$ cat src/rtl/fp_add_arbiter.sv
// Round-robin arbiter sharing one fp_adder between NREQ requesters.
// Captures the winner's operands, waits ADD_LAT cycles, returns the tagged sum.
module fp_add_arbiter #(
  parameter int NREQ    = 2,
  parameter int ADD_LAT = 1,
  localparam int IDW    = $clog2(NREQ)
) (
  input  logic                 clk,
  input  logic                 rst,
  input  logic [NREQ-1:0]      req_valid,
  output logic [NREQ-1:0]      req_ready,
  input  logic [NREQ*32-1:0]   req_a,
  input  logic [NREQ*32-1:0]   req_b,
  input  logic [NREQ*3-1:0]    req_rmode,
  output logic [31:0]          add_a,
  output logic [31:0]          add_b,
  output logic [2:0]           add_rmode,
  input  logic [31:0]          add_result,
  input  logic                 add_overflow,
  input  logic                 add_underflow,
  output logic                 resp_valid,
  input  logic                 resp_ready,
  output logic [IDW-1:0]       resp_id,
  output logic [31:0]          resp_result,
  output logic                 resp_ov,
  output logic                 resp_ud,
  output logic                 busy
);

  // state | meaning
  // IDLE  | waiting for any req_valid; grants combinationally
  // BUSY  | operands held on the adder, counting down ADD_LAT cycles
  // RESP  | response presented until resp_ready
  typedef enum logic [1:0] {IDLE, BUSY, RESP} state_e;

  localparam int CW = (ADD_LAT > 1) ? $clog2(ADD_LAT) : 1;

  state_e         state_q;
  logic [IDW-1:0] last_grant_q;
  logic [IDW-1:0] id_q;
  logic [CW-1:0]  cnt_q;
  logic [31:0]    op_a_q, op_b_q, res_q;
  logic [2:0]     op_rmode_q;
  logic           ov_q, ud_q;

  logic           grant_found;
  logic [IDW-1:0] grant_d;
  logic [31:0]    sel_a, sel_b;
  logic [2:0]     sel_rmode;

  // Two passes: requesters above last_grant first, then wrap to the low end.
  always_comb begin
    grant_found = 1'b0;
    grant_d     = '0;
    for (int i = 0; i < NREQ; i++) begin
      if (!grant_found && req_valid[i] && (i > int'(last_grant_q))) begin
        grant_found = 1'b1;
        grant_d     = IDW'(i);
      end
    end
    for (int i = 0; i < NREQ; i++) begin
      if (!grant_found && req_valid[i]) begin
        grant_found = 1'b1;
        grant_d     = IDW'(i);
      end
    end
  end

  always_comb begin
    sel_a     = '0;
    sel_b     = '0;
    sel_rmode = '0;
    for (int i = 0; i < NREQ; i++) begin
      if (grant_d == IDW'(i)) begin
        sel_a     = req_a[32*i +: 32];
        sel_b     = req_b[32*i +: 32];
        sel_rmode = req_rmode[3*i +: 3];
      end
    end
  end

  always_comb begin
    req_ready = '0;
    for (int i = 0; i < NREQ; i++) begin
      req_ready[i] = (state_q == IDLE) && grant_found && (grant_d == IDW'(i));
    end
  end

  always_ff @(posedge clk or posedge rst) begin
    if (rst) begin
      state_q      <= IDLE;
      last_grant_q <= IDW'(NREQ - 1);
      id_q         <= '0;
      cnt_q        <= '0;
      op_a_q       <= '0;
      op_b_q       <= '0;
      op_rmode_q   <= '0;
      res_q        <= '0;
      ov_q         <= 1'b0;
      ud_q         <= 1'b0;
    end else begin
      case (state_q)
        IDLE: begin
          if (grant_found) begin
            op_a_q       <= sel_a;
            op_b_q       <= sel_b;
            op_rmode_q   <= sel_rmode;
            id_q         <= grant_d;
            last_grant_q <= grant_d;
            cnt_q        <= CW'(ADD_LAT - 1);
            state_q      <= BUSY;
          end
        end
        BUSY: begin
          if (cnt_q == '0) begin
            res_q   <= add_result;
            ov_q    <= add_overflow;
            ud_q    <= add_underflow;
            state_q <= RESP;
          end else begin
            cnt_q <= cnt_q - CW'(1);
          end
        end
        RESP: begin
          if (resp_ready) state_q <= IDLE;
        end
        default: state_q <= IDLE;
      endcase
    end
  end

  assign add_a       = op_a_q;
  assign add_b       = op_b_q;
  assign add_rmode   = op_rmode_q;
  assign resp_valid  = (state_q == RESP);
  assign resp_id     = id_q;
  assign resp_result = res_q;
  assign resp_ov     = ov_q;
  assign resp_ud     = ud_q;
  assign busy        = (state_q != IDLE);

endmodule

$ cat config.mk
export PLATFORM = sky130hd
export DESIGN_NAME = fp_add_arbiter
export DESIGN_NICKNAME = d
export VERILOG_FILES = /design/src/rtl/fp_add_arbiter.sv
export SDC_FILE = /design/constraint.sdc
export NUM_CORES = 1
export LEC_CHECK = 0
export CORE_UTILIZATION = 40
export DETAILED_ROUTE_END_ITERATION = 12
export GPL_TIMING_DRIVEN = 1
export PLACE_DENSITY = 0.86
export SYNTH_ARGS = -nofsm -noshare
export SYNTH_HDL_FRONTEND = slang
export SYNTH_SLANG_ARGS = --single-unit
$ cat constraint.sdc
create_clock -name clk -period 6 [get_ports clk]
set_input_delay 1.2 -clock clk [delete_from_list [all_inputs] [get_ports clk]]
set_output_delay 1.2 -clock clk [all_outputs]
set_load 0.05 [all_outputs]
Word level (Yosys, flattened, before mapping)
Cells that the tools add are included.
{"block": "classes", "n_eq_ne": 5, "muxes": 15, "reduce_logical": 15, "magnitude_cmp": 1, "add_sub_neg": 1, "bitwise_logic": 2}
{"cell": "32-bit two-way mux", "n": 2}
{"cell": "1-bit two-way mux", "n": 7}
{"cell": "1-bit logical AND", "n": 6}
{"cell": "2-bit two-way mux", "n": 3}
{"cell": "2-bit one-hot mux with 3 select lines", "n": 1}
{"cell": "2-bit AND reduction", "n": 3}
{"cell": "2-bit != test, second input constant", "n": 2}
{"cell": "2-bit nonzero test", "n": 2}
{"cell": "3-bit two-way mux", "n": 1}
{"cell": "3-bit AND reduction", "n": 1}
{"cell": "2-bit by 1-bit equality test with 1-bit output, second input constant", "n": 1}
{"cell": "2-bit equality test, second input constant", "n": 1}
{"cell": "1-bit zero test", "n": 2}
{"cell": "2-bit zero test", "n": 1}
{"cell": "2-bit by 1-bit != test with 1-bit output, second input constant", "n": 1}
{"cell": "1-bit inverter", "n": 2}
{"cell": "1-bit one-hot mux with 2 select lines", "n": 1}
{"cell": "1-bit greater-than comparator, first input constant", "n": 1}
{"cell": "1-bit subtractor, second input constant", "n": 1}
{"block": "word_totals", "wordCells": 49, "in_bits": 173, "reg_bits": 106, "out_inout_bits": 106}

Logic depth before layout (Yosys ltp)
Gate-level depths: netlist of the first run.
{"block": "logic_depth", "word_depth": 11, "ltp_mapped": 6, "ltp_nobuf": 4}

Worst setup path before layout of the first run
No wires, ideal clock.
{"block": "synth_timing", "path_type": "in2out", "start": "input req_valid[1]", "end": "output req_ready[0]", "cell_stages": 4, "required_ns": 4.800, "path_buffers": 2, "path_slack_ns": 2.967, "arrival_time_ns": 1.833, "path_cell_list": "nand2b_1 and3_1 clkbuf_2 buf_2"}
{"block": "synth_between", "elab_chain_len": 10, "elab_cells_between_ends": 13, "classes_between": "mux (5); bitwise (1); reduce/logical (7)"}
{"element": "from (decl)", "line": "10", "text": "input logic [NREQ-1:0] req_valid,"}
{"element": "1-bit logical AND", "line": "56", "text": "if (!grant_found && req_valid[i] && (i > int'(last_grant_q))) begin"}
{"element": "1-bit two-way mux", "line": "56"}
{"element": "1-bit zero test", "line": "62", "text": "if (!grant_found && req_valid[i]) begin"}
{"element": "1-bit logical AND", "line": "62"}
{"element": "1-bit two-way mux", "line": "62"}
{"element": "1-bit zero test", "line": "62"}
{"element": "1-bit logical AND", "line": "62"}
{"element": "1-bit two-way mux", "line": "62"}
{"element": "1-bit logical AND or 1-bit inverter (tied branches)", "line": "85", "text": "req_ready[i] = (state_q == IDLE) && grant_found && (grant_d == IDW'(i));"}
{"element": "1-bit logical AND (*)", "line": "85"}
{"element": "to (decl)", "line": "11", "text": "output logic [NREQ-1:0] req_ready,"}
Every way passes the cells marked *; elsewhere a longest branch is shown, timed or not.

Worst setup path after layout of the first run
{"block": "layout_timing", "start": "input req_valid[0]", "end": "output req_ready[0]"}
{"block": "layout_between", "elab_chain_len": 7, "elab_cells_between_ends": 10, "classes_between": "mux (4); bitwise (1); reduce/logical (5)"}
{"element": "1-bit logical AND (*)", "line": "62"}
{"element": "1-bit two-way mux", "line": "62"}
{"element": "1-bit zero test", "line": "62"}
{"element": "1-bit logical AND", "line": "62"}
{"element": "1-bit two-way mux", "line": "62"}
{"element": "1-bit logical AND or 1-bit inverter (tied branches)", "line": "85"}
{"element": "1-bit logical AND (*)", "line": "85"}
Marked as above.

==> impl_metrics.prom, run 1 <==
# TYPE chip_impl_metric gauge
chip_impl_info{name="run_status",value="complete, no violations"} 1
chip_impl_metric{name="cts_resized",unit=""} 0
chip_impl_metric{name="synthesis.yosys.warnings",unit=""} 0
chip_impl_metric{name="grt_use_met2",unit="%"} 41.3
chip_impl_metric{name="synth_enable_flop_cells",unit=""} 0
chip_impl_metric{name="drt-pass1-iter-count",unit=""} 4
chip_impl_metric{name="worst_slew_pin_slew",unit="ns"} 1.21
chip_impl_metric{name="cts_htree_levels",unit=""} 3
chip_impl_metric{name="final_max_slew_viol_count",unit=""} 0
chip_impl_metric{name="placed_insts",unit=""} 712
chip_impl_info{name="whs_endpoint",value="resp_id"} 1
chip_impl_metric{name="detailedRoute.firstIterationViolations",unit=""} 218
chip_impl_info{name="busiest_layer",value="met2"} 1
chip_impl_metric{name="holdPathStages",unit=""} 1
chip_impl_metric{name="fin_crit",unit="ns"} 4.02
chip_impl_info{name="setup.worst_path.class",value="in -> out"} 1
chip_impl_metric{name="placement.cell_area",unit="sq mm"} 0.00728
chip_impl_metric{name="static-leakage-power",unit="uW"} 0.00306
chip_impl_metric{name="setup_violations",unit=""} 0
chip_impl_metric{name="cts_setup_buffers",unit=""} 0
chip_impl_metric{name="grt_util_met3",unit="%"} 8.54
chip_impl_metric{name="synth_top_cell_area_share",unit="%"} 58.4
chip_impl_metric{name="worst-path-max-fanout",unit=""} 4
chip_impl_metric{name="total_die_area",unit="sq mm"} 0.0116
chip_impl_metric{name="grt_antenna_before_repair",unit=""} 0
chip_impl_metric{name="finalWeightedCongestion",unit=""} 0.787
chip_impl_info{name="netlist.top_cell.by_area",value="sky130_fd_sc_hd__dfrtp_1"} 1
chip_impl_info{name="rsz0062_at_grt",value="false"} 1
chip_impl_metric{name="syn-instance-count",unit=""} 323
chip_impl_info{name="top_cells_by_instance_count_after_synthesis",value="sky130_fd_sc_hd__dfrtp_1, sky130_fd_sc_hd__a221o_1, sky130_fd_sc_hd__o21a_1"} 1
chip_impl_metric{name="cap_viol_max_count",unit=""} 0
chip_impl_metric{name="synth_simple_gate_area_share",unit="%"} 1.04
chip_impl_metric{name="floorplan.initialDensity",unit="%"} 41.1
chip_impl_metric{name="tritoncts_num_sinks",unit=""} 105
chip_impl_metric{name="vias_per_cell",unit=""} 5.43
chip_impl_metric{name="grt_start_max_net_pins",unit=""} 70
chip_impl_metric{name="layout_cells_sized_above_1",unit="%"} 10.5
chip_impl_metric{name="synth.mux.area_fraction",unit="%"} 8.60
chip_impl_metric{name="post_cts_hold_buffer_count",unit=""} 0
chip_impl_metric{name="synth.yosys.seq_area_share",unit="%"} 59.0
chip_impl_metric{name="portBuffers",unit=""} 278
chip_impl_metric{name="synth-adder-area-share",unit="%"} 0
chip_impl_metric{name="core_area",unit="sq mm"} 0.0108
chip_impl_metric{name="grt_use_total",unit="%"} 23.8
chip_impl_info{name="yosysMostFrequentCell",value="sky130_fd_sc_hd__dfrtp_1"} 1
chip_impl_info{name="holdCritStartpoint",value="resp_id"} 1
chip_impl_metric{name="worstRegToRegCells",unit=""} 4
chip_impl_metric{name="route.vias.total",unit=""} 3952
chip_impl_metric{name="dp_hpwl",unit="mm"} 9.93
chip_impl_metric{name="diodes",unit=""} 0
chip_impl_info{name="cts_root_buffer",value="sky130_fd_sc_hd__clkbuf_8"} 1
chip_impl_info{name="dominantRegCellSynth",value="sky130_fd_sc_hd__dfrtp_1"} 1
chip_impl_metric{name="post-route-cell-area",unit="sq mm"} 0.00750
chip_impl_info{name="holdCritPathClass",value="reg -> reg"} 1
chip_impl_metric{name="synth-seq-cells",unit=""} 105
chip_impl_metric{name="finalHoldViolations",unit=""} 0
chip_impl_metric{name="drc",unit=""} 0
chip_impl_metric{name="syn-cell-area",unit="sq mm"} 0.00445
chip_impl_metric{name="route.detailed.wl_per_inst",unit="um"} 19.1
chip_impl_metric{name="drt_wl_total",unit="mm"} 13.9
chip_impl_metric{name="synth_compound_area_share",unit="%"} 26.9
chip_impl_metric{name="postSynthAreaPerCell",unit="sq um"} 13.8
chip_impl_metric{name="fin_worst_skew",unit="ns"} 0.0119
chip_impl_metric{name="totalNegativeSetupSlack",unit="ns"} 0
chip_impl_metric{name="reg2reg_slack",unit="ns"} 4.17
chip_impl_metric{name="overflow",unit=""} 0
chip_impl_metric{name="synth_xor_xnor_area_share",unit="%"} 0
chip_impl_metric{name="bufs_on_longest_clock_path",unit=""} 2
chip_impl_metric{name="flow.area_growth_from_synthesis",unit="%"} 68.4
chip_impl_metric{name="clock_transition_at_the_registers_of_the_reported_paths",unit="ns"} 0.10
chip_impl_metric{name="top_level_ports",unit=""} 279
chip_impl_metric{name="vdd_drop_max",unit="mV"} 0.379
chip_impl_metric{name="fin_crit_sh",unit="%"} 66.9
chip_impl_metric{name="detail-route-antenna-nets",unit=""} 0
chip_impl_metric{name="wire_length_of_the_first_global_routing_pass",unit="mm"} 21.1
chip_impl_info{name="timing.critical_path.to_type",value="primary output"} 1
chip_impl_metric{name="fin_nets",unit=""} 756
chip_impl_info{name="critical_path.reg2reg.startpoint",value="last_grant_q"} 1
chip_impl_info{name="yosys-top-cells-area",value="sky130_fd_sc_hd__dfrtp_1, sky130_fd_sc_hd__a221o_1, sky130_fd_sc_hd__o21a_1"} 1
chip_impl_info{name="cts_tree",value="done"} 1
chip_impl_metric{name="synth_cell_types",unit=""} 19
chip_impl_metric{name="cts-buffers-inserted",unit=""} 9
chip_impl_metric{name="die_x",unit="um"} 108
chip_impl_metric{name="arrival",unit="ns"} 2.82
chip_impl_metric{name="row_count",unit=""} 38
chip_impl_metric{name="critPathRequiredTime",unit="ns"} 4.80
chip_impl_metric{name="use_met1",unit="%"} 27.0
chip_impl_metric{name="die_y",unit="um"} 108
chip_impl_metric{name="clock.fmax",unit="MHz"} 249
chip_impl_metric{name="instances_no_fill",unit=""} 728
chip_impl_info{name="crit_path_start_kind",value="primary input"} 1
chip_impl_metric{name="grt_pass1_vias",unit=""} 4054
chip_impl_metric{name="syn_nets",unit=""} 496
chip_impl_metric{name="p_per_area",unit="mW/mm^2"} 637
chip_impl_metric{name="timing.slew.headroom",unit="%"} 19.2
chip_impl_metric{name="clkLatencyLatePin",unit="ns"} 0.36
chip_impl_info{name="combinational_family_with_the_most_area_after_synthesis",value="compound AO/OA/AOI/OAI gates"} 1
chip_impl_metric{name="async_flop_share",unit="%"} 100
chip_impl_info{name="r2r-end",value="add_a[21]"} 1
final cells by class:
| cell class | count | area, sq um |
|---|---|---|
| repair buffers | 283 | 2820 |
| inverters | 4 | 17.5 |
| flip-flops and latches | 105 | 2630 |
| fillers | 781 | 3340 |
| well taps | 140 | 175 |
| clock inverters | 7 | 93.8 |
| clock buffers | 9 | 124 |
| multi-input cells | 180 | 1640 |
cell usage in the layout (no fill, tap or decap), drive strengths merged, types with 2 or more instances in the layout:
master           n
nor2             2
dfrtp          104
o21ai            2
nand2b           2
bufinv           2
and3             2
inv              5
buf              5
a21o             2
mux2            34
clkbuf           9
clkdlybuf4s50  278
clkinvlp         2
a221o           67
clkinv           2
o21a            67
through the flow:
stage	power (uW)	util (%)	hold WS (ns)	setup slack, ns
2_1_floorplan	3310	-	0.498	2.04
3_3_place_gp	4250	67.2	0.465	1.98
3_5_place_dp	4320	67.2	0.493	1.98
4_1_cts	4810	69.2	0.515	1.98
5_1_grt	4990	69.2	0.528	1.92
6_report	4770	69.2	0.509	1.98
metal layers:
layer	wire, um	up-vias
met4	302	0
met1	5270	1957
met3	1290	21
li1	-	1777
met2	7010	197
met5	0	-
registers in the layout (all words and copies together), names as in the netlist:
signal        flops
last_grant_q      1
resp_ov           1
resp_ud           1
add_b            32
add_rmode         3
resp_result      32
add_a            32
resp_id           1
state_q           2
worst max-delay path, stage by stage:
cell	delay, ns
sky130_fd_sc_hd__clkdlybuf4s50_1	0.56
sky130_fd_sc_hd__and3_2	0.22
sky130_fd_sc_hd__clkdlybuf4s50_1	0.83
logic make-up after synthesis:
family / after synthesis
compound gates: 138
buf+inv: 38
flops: 105
mux: 34
simple gates: 8
power breakdown:
group          internal (uW)  total [uW]  switching, uW
registers               1060        1260            194
clock network            235         480            245
logic                   1170        3040           1870
total                   2470        4770           2310
worst max-delay path by stage:
| stage | from | end | slack, ns | cells after the start |
|---|---|---|---|---|
| floorplan | rst | add_a[0] | 2.04 | 1 |
| global placement | req_valid[0] | req_ready[0] | 1.98 | 3 |
| detailed placement | req_valid[0] | req_ready[0] | 1.98 | 3 |
| CTS | req_valid[0] | req_ready[0] | 1.98 | 3 |
| global route | req_valid[1] | req_ready[0] | 1.92 | 4 |
| finish | req_valid[0] | req_ready[0] | 1.98 | 3 |
Power figures use the tool's default switching activity.
==> run 2, diff against run 1 <==
CORE_UTILIZATION = 37   (was 40)
PLACE_DENSITY = 0.81   (was 0.86)
clock period = 3.93 ns   (was 6 ns; I/O delays follow)
==> impl_metrics.prom, run 2 (synthesis gave the netlist of run 1 again) <==
# TYPE chip_impl_metric gauge
chip_impl_metric{name="power.share.sequential",unit="%"} 25.6
chip_impl_metric{name="floorplan.initialDensity",unit="%"} 38.5
chip_impl_metric{name="route.detailed.wl_per_inst",unit="um"} 19.3
chip_impl_metric{name="post_cts_hold_buffer_count",unit=""} 0
chip_impl_metric{name="core_area",unit="sq mm"} 0.0116
chip_impl_metric{name="fin_crit",unit="ns"} 3.42
chip_impl_metric{name="top_level_ports",unit=""} 279
chip_impl_metric{name="met3WireLength",unit="mm"} 1.26
chip_impl_info{name="timing.critical_path.to_type",value="primary output"} 1
chip_impl_metric{name="tritoncts_num_sinks",unit=""} 105
chip_impl_metric{name="p_int",unit="uW"} 3930
chip_impl_metric{name="holdPathStages",unit=""} 1
chip_impl_metric{name="flow.area_growth_from_synthesis",unit="%"} 70.7
chip_impl_metric{name="cts_resized",unit=""} 0
chip_impl_metric{name="worst-path-max-fanout",unit=""} 68
chip_impl_metric{name="drt-pass1-iter-count",unit=""} 8
chip_impl_info{name="route.top_layer_used",value="met4"} 1
chip_impl_metric{name="setup_violations",unit=""} 0
chip_impl_metric{name="wl_met1",unit="mm"} 5.32
chip_impl_metric{name="layout_cells_sized_above_1",unit="%"} 10.5
chip_impl_metric{name="vdd_drop_max",unit="mV"} 0.498
chip_impl_metric{name="instances_no_fill",unit=""} 731
chip_impl_metric{name="clock.fmax",unit="MHz"} 293
chip_impl_metric{name="total_die_area",unit="sq mm"} 0.0125
chip_impl_metric{name="row_count",unit=""} 39
chip_impl_metric{name="arrival",unit="ns"} 2.63
chip_impl_metric{name="grt_antenna_before_repair",unit=""} 0
chip_impl_metric{name="post-route-cell-area",unit="sq mm"} 0.00760
chip_impl_info{name="run_status",value="finished, violations left"} 1
chip_impl_metric{name="drc",unit=""} 19
chip_impl_metric{name="fin_crit_sh",unit="%"} 86.9
chip_impl_metric{name="p_per_area",unit="mW/mm^2"} 986
chip_impl_metric{name="route.vias.total",unit=""} 3885
chip_impl_info{name="rsz0062_at_grt",value="false"} 1
chip_impl_info{name="commonest_cells_after_routing_fill_and_taps_aside",value="sky130_fd_sc_hd__clkdlybuf4s50_1, sky130_fd_sc_hd__dfrtp_1, sky130_fd_sc_hd__o21a_1, sky130_fd_sc_hd__a221o_1, sky130_fd_sc_hd__mux2_2"} 1
chip_impl_info{name="failing_checks",value="design-rule violations"} 1
chip_impl_metric{name="placement.cell_area",unit="sq mm"} 0.00730
chip_impl_metric{name="area.sequential",unit="sq mm"} 0.00263
chip_impl_info{name="leading_cell_type_in_the_layout_fill_and_taps_excluded",value="sky130_fd_sc_hd__clkdlybuf4s50_1"} 1
chip_impl_metric{name="detail-route-antenna-nets",unit=""} 0
chip_impl_metric{name="power.total",unit="uW"} 7490
chip_impl_metric{name="sw_frac_of_total",unit="%"} 47.6
chip_impl_metric{name="bufs_on_longest_clock_path",unit=""} 2
chip_impl_metric{name="share_clk_of_total_power",unit="%"} 12.3
chip_impl_metric{name="combinationalPowerShare",unit="%"} 62.1
chip_impl_metric{name="timing.slew.headroom",unit="%"} 17.8
chip_impl_metric{name="grt_use_total",unit="%"} 23.1
chip_impl_metric{name="vias_per_cell",unit=""} 5.31
chip_impl_metric{name="cts-buffers-inserted",unit=""} 9
chip_impl_metric{name="cts_setup_buffers",unit=""} 0
chip_impl_metric{name="detailedRoute.firstIterationViolations",unit=""} 257
chip_impl_metric{name="worst_slew_pin_slew",unit="ns"} 1.23
chip_impl_metric{name="diodes",unit=""} 0
chip_impl_metric{name="area_of_the_multi_input_gates",unit="sq mm"} 0.00164
chip_impl_metric{name="final_max_slew_viol_count",unit=""} 0
chip_impl_info{name="crit_path_start_kind",value="register"} 1
chip_impl_metric{name="fin_worst_skew",unit="ns"} 0.00483
chip_impl_metric{name="dp_hpwl",unit="mm"} 10.0
chip_impl_metric{name="filler_cell_count",unit=""} 879
chip_impl_metric{name="worstRegToRegCells",unit=""} 4
chip_impl_metric{name="totalNegativeSetupSlack",unit="ns"} 0
chip_impl_metric{name="worst_hold_slack",unit="ns"} 0.483
chip_impl_info{name="setup.worst_path.class",value="reg -> out"} 1
chip_impl_metric{name="drt_wl_total",unit="mm"} 14.1
chip_impl_metric{name="finalHoldViolations",unit=""} 0
chip_impl_info{name="holdCritPathClass",value="reg -> reg"} 1
chip_impl_info{name="cts_root_buffer",value="sky130_fd_sc_hd__clkbuf_16"} 1
chip_impl_metric{name="grt_pass1_vias",unit=""} 4270
chip_impl_metric{name="grt_start_max_net_pins",unit=""} 70
chip_impl_metric{name="fin_nets",unit=""} 756
chip_impl_metric{name="cap_viol_max_count",unit=""} 0
chip_impl_metric{name="placed_insts",unit=""} 715
chip_impl_metric{name="die_y",unit="um"} 112
chip_impl_metric{name="wire_length_of_the_first_global_routing_pass",unit="mm"} 22.5
chip_impl_metric{name="dr_wl_met2",unit="mm"} 7.20
chip_impl_metric{name="overflow",unit=""} 0
chip_impl_metric{name="clock_transition_at_the_registers_of_the_reported_paths",unit="ns"} 0.07
chip_impl_metric{name="clkLatencyLatePin",unit="ns"} 0.34
chip_impl_metric{name="static-leakage-power",unit="uW"} 0.00311
chip_impl_metric{name="portBuffers",unit=""} 278
chip_impl_info{name="cts_tree",value="done"} 1
chip_impl_metric{name="critPathRequiredTime",unit="ns"} 3.14
chip_impl_metric{name="die_x",unit="um"} 112
chip_impl_metric{name="cts_htree_levels",unit=""} 3
chip_impl_metric{name="total_switching_power",unit="uW"} 3570
chip_impl_metric{name="finalWeightedCongestion",unit=""} 0.841
[run 2: cell types whose count changed in the layout (fill, tap and decap cells not counted)]
| cell | before | now |
|---|---|---|
| sky130_fd_sc_hd__clkinvlp_4 | 2 | 1 |
| sky130_fd_sc_hd__bufinv_16 | 2 | 1 |
| sky130_fd_sc_hd__inv_6 | 1 | 2 |
| sky130_fd_sc_hd__clkbuf_16 | 0 | 9 |
| sky130_fd_sc_hd__buf_4 | 5 | 4 |
| sky130_fd_sc_hd__clkbuf_8 | 9 | 1 |
| sky130_fd_sc_hd__buf_12 | 0 | 1 |
[run 2: power by group through the flow]
stage	Clock [uW]	Sequential, uW	Combinational [uW]
floorplan	0	3720	1340
global placement	0	1910	4600
detailed placement	0	1940	4670
CTS	938	1920	4690
global route	986	1990	4850
finish	920	1920	4650
[run 2: final timing paths]
kind / startpoint / endpoint / slack (ns)
worst max-delay path: state_q[0] / busy / 0.51
worst min-delay path: resp_id / resp_id / 0.48
worst max register to register: last_grant_q / add_a[16] / 2.09
worst min register to register: resp_id / resp_id / 0.48
max in group asynchronous: rst / resp_result[0] / 2.29
min in group asynchronous: rst / resp_result[30] / 0.89
[run 2: area by class of cell]
type                            count  area share, %
Timing Repair Buffer              283           37.3
Sequential cell                   105           34.6
Multi-Input combinational cell    180           21.6
Clock buffer                       10           3.14
Tap cell                          143           2.35
Clock inverter                      6          0.856
Inverter                            4          0.230
[run 2: critical path, stage by stage, from the launching register on]
cell and delay (ns):
sky130_fd_sc_hd__dfrtp_1 0.38, sky130_fd_sc_hd__nor2_2 0.06, sky130_fd_sc_hd__inv_2 0.83, sky130_fd_sc_hd__clkdlybuf4s50_1 0.98
[run 2: routing by layer]
layer  vias up  track usage, %
met5         -               0
met4         0            8.20
met3        25            7.24
met2       200            40.7
met1      1883            26.5
li1       1777               -
[run 2: per-stage QoR]
| step | setup WS (ns) | util (%) |
|---|---|---|
| 2_1_floorplan | 0.385 | - |
| 3_3_place_gp | 0.737 | 63.1 |
| 3_5_place_dp | 0.741 | 63.1 |
| 4_1_cts | 0.463 | 65.7 |
| 5_1_grt | 0.328 | 65.7 |
| 6_report | 0.514 | 65.7 |
